**config.mk**
```make
export PLATFORM = sky130hd
export DESIGN_NAME = pipe_stage_ctrl
export DESIGN_NICKNAME = d
export VERILOG_FILES = /design/src/rtl/pipe_ctrl_pkg.sv /design/src/rtl/sat_counter.sv /design/src/rtl/pipe_stage_ctrl.sv
export SDC_FILE = /design/constraint.sdc
export NUM_CORES = 1
export LEC_CHECK = 0
export BUFFER_PORTS_ARGS = -buffer_cell sky130_fd_sc_hd__buf_2
export CORE_AREA = 3 3 77 79
export CTS_CLUSTER_SIZE = 28
export DETAILED_ROUTE_END_ITERATION = 12
export DIE_AREA = 0 0 80 82
export GPL_TIMING_DRIVEN = 1
export PLACE_DENSITY = 0.48
export SLEW_MARGIN = 15
export SYNTH_ARGS = -nofsm -noshare
export SYNTH_HDL_FRONTEND = slang
export SYNTH_HIERARCHICAL = 1
export SYNTH_SLANG_ARGS = --single-unit
export TNS_END_PERCENT = 30
```
**constraint.sdc**
```tcl
create_clock -name Clock -period 4.37 [get_ports Clock]
set_clock_uncertainty 0.2 [all_clocks]
set_input_delay 0.2185 -clock Clock [delete_from_list [all_inputs] [get_ports Clock]]
set_output_delay 0.2185 -clock Clock [all_outputs]
set_load 0.05 [all_outputs]
```
**src/rtl/pipe_ctrl_pkg.sv**
```systemverilog
// Shared definitions for the pipeline stage controller: state encoding, stage
// bit positions and the enable/flush masks built from them.
package pipe_ctrl_pkg;

    localparam int unsigned NumStages   = 4;
    localparam int unsigned WaitCntBits = 8;

    // Stage register bit positions within StageEnable / StageFlush.
    localparam int unsigned IF_ID  = 0;
    localparam int unsigned ID_EX  = 1;
    localparam int unsigned EX_MEM = 2;
    localparam int unsigned MEM_WB = 3;

    typedef logic [NumStages-1:0] stage_mask_t;

    typedef enum logic [1:0] {
        StRun     = 2'd0,
        StMemWait = 2'd1,
        StHalted  = 2'd2
    } state_e;

    function automatic stage_mask_t stage_bit(input int unsigned idx);
        return stage_mask_t'(1) << idx;
    endfunction

    localparam stage_mask_t EnAll     = '1;
    localparam stage_mask_t EnNone    = '0;
    localparam stage_mask_t EnLoadUse = stage_bit(EX_MEM) | stage_bit(MEM_WB);
    localparam stage_mask_t FlNone    = '0;
    localparam stage_mask_t FlBranch  = stage_bit(IF_ID) | stage_bit(ID_EX);
    // Load-use inserts a bubble into ID/EX while IF/ID holds.
    localparam stage_mask_t FlLoadUse = stage_bit(ID_EX);

endpackage

```
**src/rtl/sat_counter.sv**
```systemverilog
// Up-counter that sticks at all-ones; synchronous active-high reset.
module sat_counter #(
    parameter int unsigned WIDTH = 16
) (
    input  logic             Clock,
    input  logic             Reset,
    input  logic             inc,
    output logic [WIDTH-1:0] count
);

    logic [WIDTH-1:0] cnt_d, cnt_q;

    always_comb begin
        cnt_d = cnt_q;
        if (inc && (cnt_q != '1)) begin
            cnt_d = cnt_q + WIDTH'(1);
        end
    end

    always_ff @(posedge Clock) begin
        if (Reset) begin
            cnt_q <= '0;
        end else begin
            cnt_q <= cnt_d;
        end
    end

    assign count = cnt_q;

endmodule

```
**src/rtl/pipe_stage_ctrl.sv**
```systemverilog
// Pipeline stage controller: derives per-stage clock enables and flushes from
// hazards, memory handshakes and halt requests, with a memory-wait timeout.
module pipe_stage_ctrl
    import pipe_ctrl_pkg::*;
#(
    parameter int unsigned TIMEOUT  = 15,
    parameter int unsigned CNT_BITS = 16
) (
    input  logic                Clock,
    input  logic                Reset,
    input  logic                Tick,
    input  logic                LoadUse,
    input  logic                BranchTaken,
    input  logic                MemReq,
    input  logic                MemAck,
    input  logic                Halt,
    input  logic                Resume,
    output logic [3:0]          StageEnable,
    output logic [3:0]          StageFlush,
    output logic                Busy,
    output logic                TimeoutFlag,
    output logic [CNT_BITS-1:0] StallCount,
    output logic [1:0]          State
);

    if ((TIMEOUT < 1) || (TIMEOUT > 255)) begin : gen_bad_timeout
        $error("pipe_stage_ctrl: TIMEOUT must be within 1..255");
    end

    localparam logic [WaitCntBits-1:0] TimeoutCnt = WaitCntBits'(TIMEOUT);

    state_e                 state_d, state_q;
    logic [WaitCntBits-1:0] wait_cnt_d, wait_cnt_q;
    logic                   timeout_d, timeout_q;
    logic                   busy_q;
    stage_mask_t            stage_en, stage_fl;

    always_comb begin
        state_d    = state_q;
        wait_cnt_d = wait_cnt_q;
        timeout_d  = timeout_q;
        stage_en   = EnNone;
        stage_fl   = FlNone;

        if (Tick) begin
            if (Halt) begin
                // Halt wins over everything, including an ack in the same cycle.
                state_d    = StHalted;
                wait_cnt_d = '0;
            end else begin
                case (state_q)
                    StRun: begin
                        if (MemReq && !MemAck) begin
                            state_d    = StMemWait;
                            wait_cnt_d = WaitCntBits'(1);
                        end else if (BranchTaken) begin
                            stage_en = EnAll;
                            stage_fl = FlBranch;
                        end else if (LoadUse) begin
                            stage_en = EnLoadUse;
                            stage_fl = FlLoadUse;
                        end else begin
                            stage_en = EnAll;
                        end
                    end
                    StMemWait: begin
                        if (MemAck) begin
                            stage_en   = EnAll;
                            state_d    = StRun;
                            wait_cnt_d = '0;
                        end else if (wait_cnt_q == TimeoutCnt) begin
                            state_d    = StHalted;
                            timeout_d  = 1'b1;
                            wait_cnt_d = '0;
                        end else begin
                            wait_cnt_d = wait_cnt_q + WaitCntBits'(1);
                        end
                    end
                    StHalted: begin
                        if (Resume) begin
                            state_d = StRun;
                        end
                    end
                    default: begin
                        state_d    = StRun;
                        wait_cnt_d = '0;
                    end
                endcase
            end
        end
    end

    always_ff @(posedge Clock) begin
        if (Reset) begin
            state_q    <= StRun;
            wait_cnt_q <= '0;
            timeout_q  <= 1'b0;
            busy_q     <= 1'b0;
        end else begin
            state_q    <= state_d;
            wait_cnt_q <= wait_cnt_d;
            timeout_q  <= timeout_d;
            busy_q     <= (state_d != StRun);
        end
    end

    sat_counter #(
        .WIDTH (CNT_BITS)
    ) u_stall_cnt (
        .Clock (Clock),
        .Reset (Reset),
        .inc   (Tick && (stage_en != EnAll)),
        .count (StallCount)
    );

    assign StageEnable = stage_en;
    assign StageFlush  = stage_fl;
    assign Busy        = busy_q;
    assign TimeoutFlag = timeout_q;
    assign State       = state_q;

endmodule

```
# After elaboration in Yosys (flattened, before gate mapping)
# Index checks and enable logic that the tools add are counted.
# W data, S select, Z words.
[totals] input_bits=9 output_inout_bits=28 word_cells=49 ff_bits=28
[op_classes] n_addsub=2 n_bitwise=2 muxes=25 eq_ne=7 n_reduce_logical=8
[op_table] op="$mux W8" count=4
[op_table] op="$mux W2" count=14
[op_table] op="$pmux W8 S3" count=1
[op_table] op="$add A16 B1 Y16 const B" count=1
[op_table] op="$mux W4" count=4
[op_table] op="$ne A16 B16 Y1 const B" count=1
[op_table] op="$add A8 B1 Y8 const B" count=1
[op_table] op="$eq A8 B4 Y1 const B" count=1
[op_table] op="$pmux W4 S2" count=1
[op_table] op="$pmux W2 S3" count=1
[op_table] op="$reduce_and A5 Y1" count=1
[op_table] op="$ne A4 B4 Y1 const B" count=1
[op_table] op="$logic_and A1 B1 Y1" count=3
[op_table] op="$ne A3 B3 Y1 const B" count=1
[op_table] op="$reduce_and A3 Y1" count=1
[op_table] op="$eq A2 B1 Y1 const B" count=1
[op_table] op="$eq A2 B2 Y1 const B" count=1
[op_table] op="$logic_not A2 Y1" count=1
[op_table] op="$ne A2 B2 Y1 const B" count=1
[op_table] op="$not A1 Y1" count=2
[op_table] op="$reduce_bool A2 Y1" count=1
[op_table] op="$logic_not A1 Y1" count=1

# Logic depth before layout (Yosys ltp)
# Gate-level depths: netlist (run 1).
[depth] ltp_word=9 depth_mapped=9 depth_no_buf=8

# Modules after synthesis
# Netlist (run 1), hierarchy kept.
[by_module_without_submodules] mod="sat_counter" area_per_inst_um2=848.3 instances=1 seq_area_each_um2=320.3 cells_per_inst=99
[by_module_without_submodules] mod="pipe_stage_ctrl" area_per_inst_um2=720.7 instances=1 seq_area_each_um2=240.2 cells_per_inst=87

# Worst setup path after synthesis (run 1)
# OpenSTA, ideal clock, no wires.
[synth_timing] path_type="register -> register" start="reg state_q[0] (netlist: State[0])" end="reg u_stall_cnt.cnt_q[8] (netlist: u_stall_cnt/count[8])" path_stages_with_launch=10 path_slack_ps=532 t_arrival_ps=3513 n_path_buf=1 synth_period_minus_slack_ps=3838 setup_ps=125 required_time_ps=4045 cell_sequence="dfxtp_1 > buf_2 > nor2_1 > o211a_1 > nor3b_1 > nor2_1 > and4_1 > o311ai_0 > xnor2_1 > nor2b_1"
[synth_between] elab_chain_cells=7 word_cells_on_any_way=8 cone_classes="eq/ne (2); mux (3); reduce/logical (3)"
[synth_rtl] item="start: declaration" line="pipe_stage_ctrl.sv:32" text="state_e state_d, state_q;"
[synth_rtl] item="start signal: assignment" line="pipe_stage_ctrl.sv:95" text="state_q <= StRun;"
[synth_rtl] item="start signal: assignment" line="pipe_stage_ctrl.sv:100" text="state_q <= state_d;"
[synth_rtl] item="$eq A2 B1 Y1 or $logic_not A2 Y1 (tied branches)" line="pipe_stage_ctrl.sv:51" text="case (state_q)"
[synth_rtl] item="$pmux W4 S2 *" line="pipe_stage_ctrl.sv:51"
[synth_rtl] item="$mux W4 *" line="pipe_stage_ctrl.sv:46" text="if (Halt) begin"
[synth_rtl] item="$mux W4 *" line="pipe_stage_ctrl.sv:45" text="if (Tick) begin"
[synth_rtl] item="named net StageEnable[2]" line="pipe_stage_ctrl.sv:18" text="output logic [3:0] StageEnable,"
[synth_rtl] item="$ne A4 B4 Y1 *" line="pipe_stage_ctrl.sv:112" text=".inc (Tick && (stage_en != EnAll)),"
[synth_rtl] item="$logic_and A1 B1 Y1 *" line="pipe_stage_ctrl.sv:112"
[synth_rtl] item="$logic_and A1 B1 Y1 *" line="sat_counter.sv:15" text="if (inc && (cnt_q != '1)) begin"
[synth_rtl] item="end signal: assignment" line="sat_counter.sv:24" text="cnt_q <= cnt_d;"
[synth_rtl] item="end: declaration" line="sat_counter.sv:11" text="logic [WIDTH-1:0] cnt_d, cnt_q;"
# The timed path passes the listed nets; every way through them passes the cells marked *.
# A chain may end at the register's enable or synchronous reset.

# Final worst setup path (run 1)
[layout_timing] start="reg state_q[0] (netlist: State[0])" end="reg u_stall_cnt.cnt_q[11] (netlist: u_stall_cnt/count[11])"
[layout_between] elab_chain_cells=7 word_cells_on_any_way=8 cone_classes="eq/ne (2); mux (3); reduce/logical (3)"
[layout_rtl] item="$eq A2 B1 Y1 or $logic_not A2 Y1 (tied branches)" line="pipe_stage_ctrl.sv:51"
[layout_rtl] item="$pmux W4 S2 *" line="pipe_stage_ctrl.sv:51"
[layout_rtl] item="$mux W4 *" line="pipe_stage_ctrl.sv:46"
[layout_rtl] item="$mux W4 *" line="pipe_stage_ctrl.sv:45"
[layout_rtl] item="$ne A4 B4 Y1 *" line="pipe_stage_ctrl.sv:112"
[layout_rtl] item="$logic_and A1 B1 Y1 *" line="pipe_stage_ctrl.sv:112"
[layout_rtl] item="$logic_and A1 B1 Y1 *" line="sat_counter.sv:15"
# Every way passes the cells marked *; elsewhere a longest branch is shown, timed or not.

==> reports/summary.txt, run 1 <==
TritonCTS Buffers - 3
NumNets Final - 226
worst r2r src - State[0]
Max Slew Vio Count - 0
Hold/Removal Path Class - in -> reg
placed instance count - 282
Yosys Warn Count - 6
ANT nets after route - 0
share of layout cells above drive strength 1 - 20.6%
first-pass GRT wire length - 6.30 mm
WHS - 0.151 ns
Die Height - 82 um
# IOs - 37
count of final setup violators - 0
initial antenna violation count - 0
Post-CTS Resized - 0
Slew headroom - 44.5%
CP required - 4.35 ns
post-CTS setup buffers - 0
crit share post-route - 63.0%
CTS max path bufs - 2
post-synthesis cell type count - 50
Final Non-Filler Cells - 286
HPWL after DPL - 2.71 mm
drt via density - 5.13
number of synthesized register bits - 28
Core Region - 5410 sq um
hold wc startpoint - Tick
Final Critical Period - 2.75 ns
DRC - 0
root buffer cell - clkbuf_8
clk sinks - 28
R2R Setup Slk - 1.62 ns
GRT Resource Usage Total - 11.9%
capturing point of the worst reg2reg path - u_stall_cnt/count[11]
Wirelength per Cell - 12.9 um
peak supply drop - 109 uV
critical path endpoint category - register
pwr/cell area - 270 nW/um^2
Fin Setup TNS - 0 ns
Lkg Pwr - 0.698 nW
grt ovf - 0
Clock transition at path regs - 0.10 ns
largest net degree at the start of global routing - 25
Mapped Avg Cell Area - 8.44 sq um
DR vias - 1467
synth top area cells - dfxtp_1, a21oi_1, o31ai_1
RSZ-0062 raised after global routing - false
CTS tree - built
Fin. Hold Viols - 0
FP Rows - 27
worst hold path endpoint - TimeoutFlag
number of buffers inserted by port buffering - 34
Startpoint Class - register
pre-CTS WS - 1.64 ns
Fillers - 590
crit path max fanout - 11
top cell type's share of synthesized area - 35.7%
fmax - 363 MHz
MaxCap Viol Count - 0
RePlAce Congestion - 0.757
Mapped Area - 1570 sq um
Crit path arrival time - 2.73 ns
initial core utilization - 29.0%
number of diodes - 0
WL final - 3.70 mm
Seq/Total Area, Yosys - 35.7%
Die Footprint - 6560 sq um
fin util - 33.6%
worst slew pin tran - 0.827 ns
vias in the first global route - 1345
Hold Buf Count CTS - 0
drt pass-1 iters - 4
Mapped Cells - 186
First DRT Iteration DRCs - 87
H-tree depth - 1
Setup CP Type - reg -> reg
area leader, netlist - dfxtp_1
P&R area growth vs syn - 15.9%
Die Wd - 80 um
clk_lat worst skew - 0.28 ns
Reg2Reg Depth - 7
final worst setup slack - 1.62 ns
status - completed
Hold Path Stages - 3
## how the worst max path moves through the flow
| stage | startpoint | endpoint |
|---|---|---|
| finish | State[0] | u_stall_cnt/count[11] |
| global route | State[0] | u_stall_cnt/count[11] |
| CTS | State[0] | u_stall_cnt/count[11] |
| detailed placement | State[0] | u_stall_cnt/count[11] |
| global placement | State[0] | u_stall_cnt/count[11] |
| floorplan | State[0] | u_stall_cnt/count[8] |
## worst max-delay path, stage by stage (launching register included)
cell and delay [ns]:
dfxtp_1 0.53, nor2_1 0.09, o211a_1 0.23, nor3b_1 0.16
nor2_1 0.36, nand2_1 0.35, nor4bb_1 0.38, mux2_2 0.36
## per-layer routing
| metal | vias up | global-route usage, % | part of all wire (%) |
|---|---|---|---|
| met5 | - | 0 | 0 |
| met4 | 0 | 3.72 | 0.49 |
| met2 | 28 | 19.0 | 44 |
| met3 | 2 | 2.74 | 3.9 |
| met1 | 681 | 16.0 | 51 |
| li1 | 756 | - | - |
## registers in the layout (all words and copies together), names as in the netlist
name	flops
Busy	1
State	2
TimeoutFlag	1
u_stall_cnt/count	16
wait_cnt_q	8
## cells in the final DEF (no fill, tap or decap), types with 2 or more instances in the layout
master	count
buf_2	34
dfxtp_1	28
nor2_1	17
a21oi_1	17
nand2_1	11
nand3_1	9
o31ai_1	9
or4_1	9
inv_1	6
nor3_1	6
o21ai_0	5
xnor2_1	5
nor4_1	4
nand4_1	4
clkbuf_8	4
nor2b_1	3
o21ai_1	3
and4_1	3
or3_1	3
a211oi_1	2
o21a_1	2
a31oi_1	2
and3_1	2
ha_1	2
conb_1	2
## per-stage QoR
stage	power (mW)	cell area (sq um)
floorplan	0.321	1570
global placement	0.334	1760
detailed placement	0.333	1760
CTS	0.499	1820
global route	0.515	1820
finish	0.491	1820
## power by group
part	internal [mW]	switching, mW
registers	0.259	0.00471
logic	0.0167	0.0468
clock network	0.0807	0.0832
total	0.356	0.135
## cell usage after synthesis, drive strengths merged
library cell,number
a211oi,2
a21oi,17
a221oi,1
a22o,1
a31oi,2
a32o,1
a41oi,1
and2,2
and2b,1
and3,2
and4,3
buf,9
clkbuf,2
conb,1
dfxtp,28
ha,2
inv,6
mux2,1
mux2i,1
nand2,12
nand2b,1
nand3,9
nand3b,1
nand4,5
nand4b,1
nand4bb,1
nor2,17
nor2b,3
nor3,6
nor3b,1
nor4,5
nor4bb,1
o211a,1
o21a,2
o21ai,8
o311ai,1
o31ai,9
o41ai,1
or3,3
or4,9
or4b,1
xnor2,5
## final cells by class
class	count	area (sq um)	share of cell area (%)
repair buffers	34	170	9.36
well taps	72	90.1	4.96
clock buffers	4	55.1	3.03
inverters	6	22.5	1.24
multi-input cells	142	920	50.6
flip-flops and latches	28	561	30.8
## cells by family (layout without fill, tap and decap cells)
kind of cell             Yosys count  count (layout)  share of synthesized area (%)
AND/OR/NAND/NOR                   84              84                           33.3
AO/OA/AOI/OAI                     47              47                           19.1
flip-flops                        28              28                           35.7
buffers and inverters             17              44                           5.90
XOR/XNOR                           5               5                           2.79
adder cells (fa/ha/maj)            2               2                           1.59
multiplexers                       2               2                           1.36
other                              1               2                          0.239
No activity file was read; power rests on OpenSTA's default activity.
==> run 2, diff against run 1 <==
Settings changed: PLACE_DENSITY 0.48 to 0.5.
Clock period 4.37 ns to 2.45 ns, I/O delays scaled along.
==> reports/summary.txt, run 2 (same netlist as run 1, synthesis figures left out) <==
Die Height - 82 um
peak supply drop - 176 uV
DR vias - 1477
count of final setup violators - 0
P&R area growth vs syn - 19.9%
routed wl met2 - 1.74 mm
Fin. Hold Viols - 0
WHS - 0.0464 ns
Fin Setup TNS - 0 ns
Hold Buf Count CTS - 0
GRT Resource Usage Total - 12.4%
Setup CP Type - reg -> reg
hold wc startpoint - Tick
FP Rows - 27
drt via density - 5.13
R2R Setup Slk - 0.17 ns
Lkg Pwr - 0.706 nW
worst r2r src - State[1]
ANT nets after route - 0
Wirelength per Cell - 13.4 um
CTS tree - built
DRC - 0
# IOs - 37
number of diodes - 0
Die Wd - 80 um
root buffer cell - clkbuf_8
fin util - 34.8%
Max Slew Vio Count - 0
HPWL after DPL - 2.90 mm
status - completed
share of layout cells above drive strength 1 - 25.5%
Clock transition at path regs - 0.09 ns
placed instance count - 284
max FFs per register - 16
NumNets Final - 228
Crit path arrival time - 2.25 ns
DRT met1 WL - 1.94 mm
vias in the first global route - 1377
WL final - 3.86 mm
Core Region - 5410 sq um
met3 WL - 154 um
post-route cell area - 1880 sq um
top sig layer - met4
TritonCTS Buffers - 3
drt pass-1 iters - 5
Hold Path Stages - 3
crit share post-route - 93.1%
H-tree depth - 1
placed cell area - 1840 sq um
RePlAce Congestion - 0.795
initial core utilization - 29.0%
final worst setup slack - 0.170 ns
clk_lat worst skew - 0.27 ns
Die Footprint - 6560 sq um
Fillers - 600
Final Non-Filler Cells - 288
Final Critical Period - 2.28 ns
Tot Pwr - 0.848 mW
first-pass GRT wire length - 6.54 mm
number of buffers inserted by port buffering - 34
CP required - 2.42 ns
CTS max path bufs - 2
grt ovf - 0
First DRT Iteration DRCs - 71
worst hold path endpoint - TimeoutFlag
fmax - 439 MHz
commonest non-fill, non-tap cell in the layout - buf_2
largest net degree at the start of global routing - 25
Startpoint Class - register
capturing point of the worst reg2reg path - u_stall_cnt/count[11]
pre-CTS WS - 0.171 ns
initial antenna violation count - 0
clk sinks - 28
Reg2Reg Depth - 7
post-CTS setup buffers - 0
MaxCap Viol Count - 0
most frequent cells in the layout - buf_2, dfxtp_1, a21oi_1, nor2_1, nand2_1
Hold/Removal Path Class - in -> reg
Post-CTS Resized - 0
critical path endpoint category - register
pwr/cell area - 451 nW/um^2
crit path max fanout - 11
RSZ-0062 raised after global routing - false
[run 2: final cells by class]
class	instances	area [sq um]	share of cell area, %
inverter	6	22.5	1.20
multi-input combinational	142	973	51.7
timing repair buffer	36	185	9.84
tap	72	90.1	4.79
sequential	28	566	30.1
clock buffer	4	45.0	2.39
[run 2: worst max-delay path, stage by stage (launching register included)]
cell and delay (ns):
dfxtp_2 0.44, nor2_2 0.09, o211a_4 0.15, nor3b_4 0.16, nor2_4 0.18, nand2_1 0.24, nor4bb_1 0.35, mux2_2 0.36
[run 2: worst max path at each step]
stage | end | slack [ns] | depth (start not counted) | from
after floorplan | u_stall_cnt/count[8] | -0.02 | 9 | State[0]
after global placement | u_stall_cnt/count[11] | 0.24 | 7 | State[1]
after detailed placement | u_stall_cnt/count[11] | 0.17 | 7 | State[1]
after CTS | u_stall_cnt/count[11] | 0.16 | 7 | State[1]
after global routing | u_stall_cnt/count[11] | 0.05 | 7 | State[1]
final | u_stall_cnt/count[11] | 0.17 | 7 | State[1]
[run 2: power breakdown]
| part | internal [mW] | switching, mW | leakage (nW) | total, mW |
|---|---|---|---|---|
| logic | 0.0338 | 0.0893 | 0.456 | 0.123 |
| clock network | 0.116 | 0.139 | 0.0228 | 0.256 |
| registers | 0.461 | 0.00855 | 0.228 | 0.469 |
| total | 0.611 | 0.237 | 0.706 | 0.848 |
[run 2: metal layers]
metal | up-vias | GRT usage, %
li1 | 759 | -
met1 | 698 | 15.8
met2 | 18 | 21.0
met3 | 2 | 2.74
met4 | 0 | 3.55
met5 | - | 0
==> run 3, diff against run 2 <==
--- a/config.mk
+++ b/config.mk
@@ -8,6 +8,6 @@
 export BUFFER_PORTS_ARGS = -buffer_cell sky130_fd_sc_hd__buf_2
-export CORE_AREA = 3 3 77 79
+export CORE_AREA = 3 3 81 75
 export CTS_CLUSTER_SIZE = 28
 export DETAILED_ROUTE_END_ITERATION = 12
-export DIE_AREA = 0 0 80 82
+export DIE_AREA = 0 0 84 78
 export GPL_TIMING_DRIVEN = 1
--- a/constraint.sdc
+++ b/constraint.sdc
@@ -4,2 +4,2 @@
 set_output_delay 0.1225 -clock Clock [all_outputs]
-set_load 0.05 [all_outputs]
+set_load 0.005 [all_outputs]
==> reports/summary.txt, run 3 (same netlist as run 1, synthesis figures left out) <==
Fin Setup TNS - 0 ns
Wirelength per Cell - 13.1 um
Hold/Removal Path Class - in -> reg
Worst Setup SP - State[0]
post-CTS setup buffers - 0
critical path endpoint category - register
Die Footprint - 6550 sq um
drt pass-1 iters - 4
R2R Setup Slk - 0.19 ns
GRT Resource Usage Total - 11.9%
peak supply drop - 188 uV
clk_lat worst skew - 0.28 ns
Die Height - 78 um
number of diodes - 0
Slew headroom - 64.3%
Hold Path Stages - 3
RePlAce Congestion - 0.770
placed instance count - 284
count of final setup violators - 0
FP Rows - 25
number of buffers inserted by port buffering - 34
Setup CP Type - reg -> reg
WL final - 3.79 mm
Startpoint Class - register
Final Critical Period - 2.26 ns
DRC - 0
CP required - 2.43 ns
Core Region - 5290 sq um
clk sinks - 28
Hold Buf Count CTS - 1
crit path max fanout - 11
RSZ-0062 raised after global routing - false
vias in the first global route - 1335
crit share post-route - 92.3%
Lkg Pwr - 0.739 nW
initial antenna violation count - 0
CTS max path bufs - 2
Max Slew Vio Count - 0
largest net degree at the start of global routing - 16
worst r2r src - State[0]
# IOs - 37
capturing point of the worst reg2reg path - u_stall_cnt/count[11]
P&R area growth vs syn - 19.5%
hold wc startpoint - Tick
DR vias - 1490
HPWL after DPL - 2.88 mm
commonest non-fill, non-tap cell in the layout - buf_2
CTS tree - built
H-tree depth - 1
drt via density - 5.16
most frequent cells in the layout - buf_2, dfxtp_1, nor2_1, a21oi_1, nand2_1
initial core utilization - 29.7%
Crit path arrival time - 2.24 ns
max FFs per register - 16
Final Non-Filler Cells - 289
NumNets Final - 234
Fin. Hold Viols - 0
grt ovf - 0
status - completed
fmax - 442 MHz
First DRT Iteration DRCs - 26
worst slew pin tran - 0.529 ns
Tot Pwr - 0.841 mW
pwr/cell area - 449 nW/um^2
Reg2Reg Depth - 7
Die Wd - 84 um
worst hold path endpoint - TimeoutFlag
Post-CTS Resized - 0
root buffer cell - clkbuf_8
TritonCTS Buffers - 3
MaxCap Viol Count - 0
ANT nets after route - 0
first-pass GRT wire length - 6.40 mm
Clock transition at path regs - 0.10 ns
share of layout cells above drive strength 1 - 23.0%
WHS - 0.0426 ns
-- run 3: worst max-delay path by stage --
stage | to | slack, ns | cells after the start
finish | u_stall_cnt/count[11] | 0.19 | 7
global route | u_stall_cnt/count[11] | 0.03 | 7
CTS | u_stall_cnt/count[11] | 0.17 | 7
detailed placement | u_stall_cnt/count[11] | 0.19 | 7
global placement | u_stall_cnt/count[11] | 0.27 | 7
floorplan | u_stall_cnt/count[7] | 0.09 | 9
-- run 3: stage by stage --
step,setup WS (ns),cell area (sq um),util [%]
after global routing,0.0347,1870,35.5
after global placement,0.271,1810,34.2
after detailed placement,0.187,1810,34.2
after floorplan,0.0941,1570,-
final,0.189,1870,35.5
after CTS,0.165,1870,35.5
-- run 3: area by class of cell --
class / instances / area, sq um
clock buffer: 4 / 55.1
fill: 555 / 3410
inverter: 6 / 22.5
multi-input combinational: 142 / 920
sequential: 28 / 561
tap: 67 / 83.8
timing repair buffer: 42 / 233
-- run 3: report_power, final --
| group | switching [mW] | internal, mW |
|---|---|---|
| Combinational | 0.0469 | 0.0358 |
| Clock | 0.147 | 0.144 |
| Sequential | 0.00631 | 0.461 |
| Total | 0.200 | 0.641 |
-- run 3: layer usage --
layer  track usage, %  routed length [um]
met5                0                   0
met4             3.86                  36
met3             2.34                 103
met2             18.1                1710
met1             16.7                1940
-- run 3: worst max-delay path, cell delays in order (launching register included) --
cell and delay [ns]:
dfxtp_1 0.42, nor2_1 0.07, o211a_1 0.22, nor3b_1 0.15, nor2_1 0.13, nand2_1 0.25, nor4bb_1 0.36, mux2_2 0.36
